### config.mk
export PLATFORM = sky130hd
export DESIGN_NAME = softex_row_padder_flat
export DESIGN_NICKNAME = d
export VERILOG_FILES = /design/src/rtl/softex_row_padder_pkg.sv /design/src/rtl/softex_row_padder_if.sv /design/src/rtl/softex_row_padder_lane_mask.sv /design/src/rtl/softex_row_padder.sv /design/src/flat_wrapper.sv
export SDC_FILE = /design/constraint.sdc
export NUM_CORES = 1
export LEC_CHECK = 0
export BUFFER_PORTS_ARGS = -buffer_cell sky130_fd_sc_hd__buf_4
export CAP_MARGIN = 25
export CORE_MARGIN = 2
export CORE_UTILIZATION = 35
export DETAILED_ROUTE_END_ITERATION = 12
export PLACE_DENSITY_LB_ADDON = 0.2
export RECOVER_POWER = 50
export SYNTH_ARGS = -nofsm -noshare
export SYNTH_HDL_FRONTEND = slang
export SYNTH_SLANG_ARGS = --single-unit
### constraint.sdc
create_clock -name clk_i -period 4.75 [get_ports clk_i]
set_clock_uncertainty 0.05 [all_clocks]
set_input_delay 0.2375 -clock clk_i [delete_from_list [all_inputs] [get_ports clk_i]]
set_output_delay 0.2375 -clock clk_i [all_outputs]
set_load 0.05 [all_outputs]
### src/rtl/softex_row_padder_pkg.sv
// softex_row_padder_pkg: shared types, constants and FP helpers for the row padder
package softex_row_padder_pkg;
  localparam int unsigned CNT_W = 32;
  typedef enum logic [2:0] {FP32, FP64, FP16, FP8, FP16ALT} fp_format_e;
  typedef enum logic [1:0] {IDLE, RUN, DONE} pad_state_e;
  typedef struct packed {
    logic             start;
    logic [CNT_W-1:0] row_length;
    logic [CNT_W-1:0] n_rows;
  } row_pad_ctrl_t;
  typedef struct packed {
    logic busy;
    logic done;
    logic row_last;
  } row_pad_flags_t;
  function automatic int unsigned fp_exp_bits(fp_format_e f);
    return f == FP64 ? 11 : (f == FP32 || f == FP16ALT) ? 8 : 5;
  endfunction
  function automatic int unsigned fp_man_bits(fp_format_e f);
    return f == FP64 ? 52 : f == FP32 ? 23 : f == FP16 ? 10 : f == FP16ALT ? 7 : 2;
  endfunction
  function automatic int unsigned fp_width(fp_format_e f);
    return 1 + fp_exp_bits(f) + fp_man_bits(f);
  endfunction
  function automatic logic [63:0] fp_neg_inf(fp_format_e f);
    return (64'd1 << (fp_exp_bits(f) + fp_man_bits(f))) | (((64'd1 << fp_exp_bits(f)) - 64'd1) << fp_man_bits(f));
  endfunction
endpackage

### src/rtl/softex_row_padder_if.sv
// softex_row_padder_if: valid/ready element stream with byte strobes
interface softex_row_padder_if #(parameter int unsigned DATA_WIDTH = 224);
  logic                    valid;
  logic                    ready;
  logic [DATA_WIDTH-1:0]   data;
  logic [DATA_WIDTH/8-1:0] strb;
  modport master(output valid, data, strb, input ready);
  modport slave(input valid, data, strb, output ready);
endinterface

### src/rtl/softex_row_padder_lane_mask.sv
// softex_row_padder_lane_mask: marks lanes at or beyond rem as padding; rem==0 pads nothing
module softex_row_padder_lane_mask #(
  parameter int unsigned VECT_WIDTH = 14,
  parameter int unsigned REM_W      = $clog2(VECT_WIDTH + 1)
) (
  input  logic [REM_W-1:0]      rem_i,
  output logic [VECT_WIDTH-1:0] mask_o
);
  for (genvar i = 0; i < VECT_WIDTH; i++) begin : g_lane
    assign mask_o[i] = (rem_i != '0) && (REM_W'(i) >= rem_i);
  end
endmodule

### src/rtl/softex_row_padder.sv
// softex_row_padder: stream stage tracking row position and padding each row's tail lanes with -inf
module softex_row_padder
  import softex_row_padder_pkg::*;
#(
  parameter int unsigned DATA_WIDTH = 224,
  parameter fp_format_e  FPFORMAT   = FP16ALT,
  parameter int unsigned CNT_WIDTH  = CNT_W
) (
  input  logic                clk_i,
  input  logic                rst_ni,
  input  logic                clear_i,
  input  row_pad_ctrl_t       ctrl_i,
  output row_pad_flags_t      flags_o,
  softex_row_padder_if.slave  stream_i,
  softex_row_padder_if.master stream_o
);
  localparam int unsigned WIDTH      = fp_width(FPFORMAT);
  localparam int unsigned VECT_WIDTH = DATA_WIDTH / WIDTH;
  localparam int unsigned REM_W      = $clog2(VECT_WIDTH + 1);
  localparam logic [WIDTH-1:0]     NEG_INF = WIDTH'(fp_neg_inf(FPFORMAT));
  localparam logic [CNT_WIDTH-1:0] VW      = CNT_WIDTH'(VECT_WIDTH);
  // left counts elements still to come in the current row, including the beat at the input
  typedef struct packed {
    logic                    valid;
    logic                    last;
    logic                    fin;
    logic [DATA_WIDTH-1:0]   data;
    logic [DATA_WIDTH/8-1:0] strb;
    logic [CNT_WIDTH-1:0]    row_len;
    logic [CNT_WIDTH-1:0]    n_rows;
    logic [CNT_WIDTH-1:0]    left;
    logic [CNT_WIDTH-1:0]    row_cnt;
  } regs_t;
  pad_state_e            state_q, state_d;
  regs_t                 r_q, r_d;
  logic [DATA_WIDTH-1:0] data_pad;
  logic [REM_W-1:0]      rem;
  logic [VECT_WIDTH-1:0] mask;
  logic                  in_hs, out_hs, last_beat, job_last;
  assign last_beat       = r_q.left <= VW;
  assign job_last        = last_beat && (r_q.row_cnt + CNT_WIDTH'(1) == r_q.n_rows);
  assign stream_i.ready  = (state_q == RUN) && (r_q.row_cnt != r_q.n_rows) && (!r_q.valid || stream_o.ready);
  assign in_hs           = stream_i.valid && stream_i.ready;
  assign out_hs          = r_q.valid && stream_o.ready;
  assign rem             = (last_beat && r_q.left < VW) ? REM_W'(r_q.left) : '0;
  assign stream_o.valid  = r_q.valid;
  assign stream_o.data   = r_q.data;
  assign stream_o.strb   = r_q.strb;
  assign flags_o         = '{busy: state_q != IDLE, done: state_q == DONE, row_last: r_q.valid && r_q.last};
  softex_row_padder_lane_mask #(.VECT_WIDTH(VECT_WIDTH), .REM_W(REM_W)) i_mask (
    .rem_i  (rem),
    .mask_o (mask)
  );
  // Overwrite padded lanes with -inf; bits above the last full lane pass through untouched
  always_comb begin
    data_pad = stream_i.data;
    for (int l = 0; l < VECT_WIDTH; l++) data_pad[l*WIDTH +: WIDTH] = mask[l] ? NEG_INF : stream_i.data[l*WIDTH +: WIDTH];
  end
  // Next state: FSM transitions, job latching, position counters and the output slot; clear wins
  always_comb begin
    state_d = state_q;
    r_d     = r_q;
    case (state_q)
      IDLE: begin
        if (ctrl_i.start) begin
          state_d     = (ctrl_i.row_length == '0 || ctrl_i.n_rows == '0) ? DONE : RUN;
          r_d.row_len = CNT_WIDTH'(ctrl_i.row_length);
          r_d.n_rows  = CNT_WIDTH'(ctrl_i.n_rows);
          r_d.left    = CNT_WIDTH'(ctrl_i.row_length);
          r_d.row_cnt = '0;
        end
      end
      RUN:     state_d = (out_hs && r_q.fin) ? DONE : RUN;
      default: state_d = IDLE;
    endcase
    if (in_hs) begin
      r_d.left    = last_beat ? r_q.row_len : r_q.left - VW;
      r_d.row_cnt = last_beat ? r_q.row_cnt + CNT_WIDTH'(1) : r_q.row_cnt;
      r_d.data    = data_pad;
      r_d.strb    = stream_i.strb;
      r_d.last    = last_beat;
      r_d.fin     = job_last;
    end
    r_d.valid = in_hs || (r_q.valid && !stream_o.ready);
    if (clear_i) begin
      state_d = IDLE;
      r_d     = '0;
    end
  end
  // State and datapath registers with asynchronous active-low reset
  always_ff @(posedge clk_i or negedge rst_ni) begin
    if (!rst_ni) begin
      state_q <= IDLE;
      r_q     <= '0;
    end else begin
      state_q <= state_d;
      r_q     <= r_d;
    end
  end
endmodule

### src/flat_wrapper.sv
// flat-port wrapper written by rule: the top's interface ports become plain ports
module softex_row_padder_flat import softex_row_padder_pkg::*;
#(
  parameter int unsigned DATA_WIDTH = 224,
  parameter fp_format_e  FPFORMAT   = FP16ALT,
  parameter int unsigned CNT_WIDTH  = CNT_W
)
  (clk_i, rst_ni, clear_i, ctrl_i, flags_o, stream_i_valid, stream_i_data, stream_i_strb, stream_i_ready, stream_o_valid, stream_o_data, stream_o_strb, stream_o_ready);
  softex_row_padder_if #(.DATA_WIDTH(DATA_WIDTH)) stream_i_i ();
  softex_row_padder_if #(.DATA_WIDTH(DATA_WIDTH)) stream_o_i ();
  input  logic clk_i;
  input  logic rst_ni;
  input  logic clear_i;
  input  row_pad_ctrl_t ctrl_i;
  output row_pad_flags_t flags_o;
  input wire logic [$bits(stream_i_i.valid)-1:0] stream_i_valid;
  input wire logic [$bits(stream_i_i.data)-1:0] stream_i_data;
  input wire logic [$bits(stream_i_i.strb)-1:0] stream_i_strb;
  output wire logic [$bits(stream_i_i.ready)-1:0] stream_i_ready;
  output wire logic [$bits(stream_o_i.valid)-1:0] stream_o_valid;
  output wire logic [$bits(stream_o_i.data)-1:0] stream_o_data;
  output wire logic [$bits(stream_o_i.strb)-1:0] stream_o_strb;
  input wire logic [$bits(stream_o_i.ready)-1:0] stream_o_ready;
  assign stream_i_i.valid = stream_i_valid;
  assign stream_i_i.data = stream_i_data;
  assign stream_i_i.strb = stream_i_strb;
  assign stream_i_ready = stream_i_i.ready;
  assign stream_o_valid = stream_o_i.valid;
  assign stream_o_data = stream_o_i.data;
  assign stream_o_strb = stream_o_i.strb;
  assign stream_o_i.ready = stream_o_ready;
  softex_row_padder #(.DATA_WIDTH(DATA_WIDTH), .FPFORMAT(FPFORMAT), .CNT_WIDTH(CNT_WIDTH)) u_core (.clk_i(clk_i), .rst_ni(rst_ni), .clear_i(clear_i), .ctrl_i(ctrl_i), .flags_o(flags_o), .stream_i(stream_i_i), .stream_o(stream_o_i));
endmodule
==> metrics.yaml <==
logic_synthesis:
  ys_async_sr_fraction_pct: 100.0
  synthFlopType: "dfrtp_1"
  post-synth-top-area-fraction_pct: 49.86
  synth_seq_area_share_pct: 49.86
  netlist_area_um2: 19320
  synthTopCellsByArea: "dfrtp_1 (50%), buf_4 (9.8%), a22o_1 (7.1%)"
  synthCells: 1878
  ys_ff_latch: 385
  synth_area_per_cell_um2: 10.29
  ys_warn_count: 0
  syn-num-nets: 2202
  ys_types: 70
  yosysTopAreaCell: "dfrtp_1"
  synth_edf_count: 0
floorplan:
  dieArea_um2: 57100
  core_area_um2: 54880
  dieHeight_um: 239.0
  die_x_um: 239.0
  fp-row-count: 86
  num_io_pins: 579
  initial_core_util_pct: 35.21
power:
  cellPowerDensity_nw_per_um2: 340.6
  combinationalPowerShare_pct: 20.2
  irDropWorstVdd_uv: 231.1
  power_frac_clock_pct: 39.5
  p_seq_share_pct: 40.3
  net-switching-power_w: 0.002687
  leakage_nw: 11.73
  p_int_w: 0.006243
  swShare_pct: 30.09
cells_and_area:
  num-nets-final: 2790
  layout-drive-gt1-share_pct: 20.92
  syn_to_final_growth_pct: 35.70
  nFillCells: 5268
  stdcell_count: 3207
global_route:
  grt_max_degree: 121
  overflow: 0
  grt_antenna_before_repair: 5
  grt_pass1_wl_um: 104200
  gr-usage-all-layers_pct: 23.59
  grt_pass1_vias: 16788
sta:
  fin_crit_sh_pct: 77.97
  drv_slew: 100
  worst_pin_slew_ps: 2743
  rsz0062_at_grt: "false"
  finalCriticalPeriod_ps: 3703
  setup_viol_count_final: 0
  relSlewSlack_pct: -82.88
  tns_ps: 0
  hold_violations: 0
  max_freq_ghz: 0.2700
outcome:
  violations: "capacitance limit, slew limit"
  status: "finished, violations left"
critical_path:
  worstRegToRegCells: 6
  crit_type: "reg -> reg"
  crit_required_ps: 5200
  rr_endpoint: "u_core.stream_o.data[57]$_DFFE_PN0P_"
  path_max_fanout: 9
  max_stage_delay_ps: 730
  end_kind: "flop"
  r2r-start: "u_core.r_q[58]$_DFFE_PN0P_"
  crit_slowest_cell: "o21ai_1"
  crit_arrival_ps: 4150
  start_kind: "flop"
  reg2reg_slack_ps: 1050
  cp_cell_sequence: "or4_4 -> or4_4 -> nor4_2 -> nand2_1 -> o21ai_1 -> o221a_2"
  cpMostUsedCell: "or4_4"
route:
  vias_per_cell: 5.262
  wl_um: 70240
  wl_per_cell_um: 21.90
  drt-pass1-iter-count: 7
  ant_nets: 0
  drc_errors: 0
  drtIter0Drc: 1146
  vias: 16876
clocking:
  cts.sinks: 385
  htree_num_levels: 2
  cts_made_buffers: 45
  cts_tree: "done"
  root_buffer: "clkbuf_16"
  post_cts_buffers: 0
  clk_pin_slew_worst_paths_ps: 60
  worstSkewPairLatency_ps: 570
  cts_buffer_depth: 3
worst_hold_path:
  min_path_cells: 2
  hp-class: "in -> reg"
  min_to: "u_core.stream_o.data[127]$_DFFE_PN0P_"
  worstHoldStart: "clear_i"
place:
  gp_congestion: 0.9403
  hpwl_um: 48890
  dpl.cell_count: 2803
  numPortBuffers: 578
run:
  max_cap_violations: 1
[routing by layer]
layer	GRT usage (%)	vias up	part of all wire, %
met2	38.62	565	47
met1	31.09	8427	43
met3	4.769	145	6.1
met4	8.125	2	3.6
met5	0	-	0.019
li1	-	7737	-
[critical path, delay by kind of cell (launching register included)]
family | cells | cell delay [ps]
compound gates | 2 | 1070
simple gates | 4 | 2100
flops | 1 | 420
[area by class of cell]
class	instances	area, um2	area share (%)
Clock buffer	63	1325	5.053
Multi-Input combinational cell	1077	7218	27.53
Clock inverter	18	191.4	0.7301
Inverter	32	120.1	0.4581
Antenna cell	3	7.507	0.02863
Sequential cell	385	9634	36.74
Tap cell	704	880.8	3.359
Timing Repair Buffer	925	6843	26.10
[power by group through the flow]
stage / clock network, W / logic [W] / registers (W)
final: 0.00353 / 0.00181 / 0.00360
after global routing: 0.00376 / 0.00194 / 0.00362
after CTS: 0.00361 / 0.00191 / 0.00360
after detailed placement: 0 / 0.00168 / 0.00365
after global placement: 0 / 0.00167 / 0.00365
after floorplan: 0 / 0.00116 / 0.00360
[how the worst max path moves through the flow]
| stage | start | endpoint | depth (start not counted) |
|---|---|---|---|
| after floorplan | u_core.r_q[58]$_DFFE_PN0P_ | u_core.r_q[23]$_DFFE_PN0P_ | 8 |
| after global placement | u_core.r_q[52]$_DFFE_PN0P_ | u_core.r_q[32]$_DFFE_PN0P_ | 7 |
| after detailed placement | u_core.r_q[10]$_DFFE_PN0P_ | u_core.stream_o.data[102]$_DFFE_PN0P_ | 7 |
| after CTS | u_core.r_q[10]$_DFFE_PN0P_ | u_core.stream_o.data[97]$_DFFE_PN0P_ | 7 |
| after global routing | u_core.r_q[10]$_DFFE_PN0P_ | u_core.stream_o.data[97]$_DFFE_PN0P_ | 7 |
| final | u_core.r_q[58]$_DFFE_PN0P_ | u_core.stream_o.data[57]$_DFFE_PN0P_ | 6 |
[through the flow]
| stage | worst slack, ps | hold slack [ps] | power, W | utilization [%] | instance area (um2) |
|---|---|---|---|---|---|
| floorplan | 1906 | -108.1 | 0.004761 | - | 19320 |
| global placement | 1136 | 298.2 | 0.005315 | 40.94 | 22470 |
| detailed placement | 1023 | 312.5 | 0.005330 | 40.94 | 22470 |
| CTS | 1001 | 54.10 | 0.009118 | 49.52 | 27170 |
| global route | 817.2 | 64.03 | 0.009309 | 47.78 | 26220 |
| finish | 1047 | 92.71 | 0.008930 | 47.78 | 26220 |
[cell usage in the layout, fill, tap and decap left out, types with 23 or more instances in the layout]
cell type      Yosys  layout
a21oi_1           84      83
dlygate4sd3_1      0     319
buf_4            252     344
clkbuf_16          0      46
o21ai_0           30      30
a22oi_1           26      26
inv_1             32      31
nand3_1           23      23
xor2_1            51      51
nor2_1           128     126
nand2_1          144     144
clkbuf_1         113     261
dfrtp_1          385     385
xnor2_1           47      47
a22o_1           157     157
nor4_1            44      44
o221a_2           63      63
nor3_1            67      67
[cells by family (layout without fill, tap and decap cells)]
kind of cell | count (synthesis) | after routing | share of synthesized area [%]
xor gates and xnor gates | 98 | 98 | 4.442
DFF | 385 | 385 | 49.86
AOI/OAI and AO/OA | 477 | 477 | 19.80
muxes | 8 | 8 | 0.4209
adders and majority gates | 2 | 2 | 0.1295
buffers and inverters | 416 | 1038 | 13.06
and+or+nand+nor | 492 | 492 | 12.28
other | 0 | 3 | 0
[cell usage after synthesis, drive strengths merged (6+ instances only)]
cell / instances
o22ai: 21
clkbuf: 113
inv: 32
nand3: 23
xor2: 51
mux2i: 7
a211oi: 30
xnor2: 47
a21oi: 84
nand2: 144
buf: 271
nand4: 17
nor2: 128
o2111ai: 10
dfrtp: 385
a22o: 157
nand2b: 8
a22oi: 26
or3: 9
o221a: 63
nor4: 46
and3: 6
o21ai: 35
nor3b: 12
o211ai: 8
nor3: 68
or4: 9
[registers in the layout, indices dropped and copies added (netlist names)]
| signal | flops |
|---|---|
| u_core.state_q | 2 |
| u_core.stream_o.data | 224 |
| u_core.stream_o.valid | 1 |
| u_core.stream_o.strb | 28 |
| u_core.r_q | 130 |
[repair_timing]
item,CTS,global route
endpoints found under the hold margin,447,0
hold buffers,319,0
gates resized for setup,0,0
Note: power is estimated with default switching activity, not from simulation.
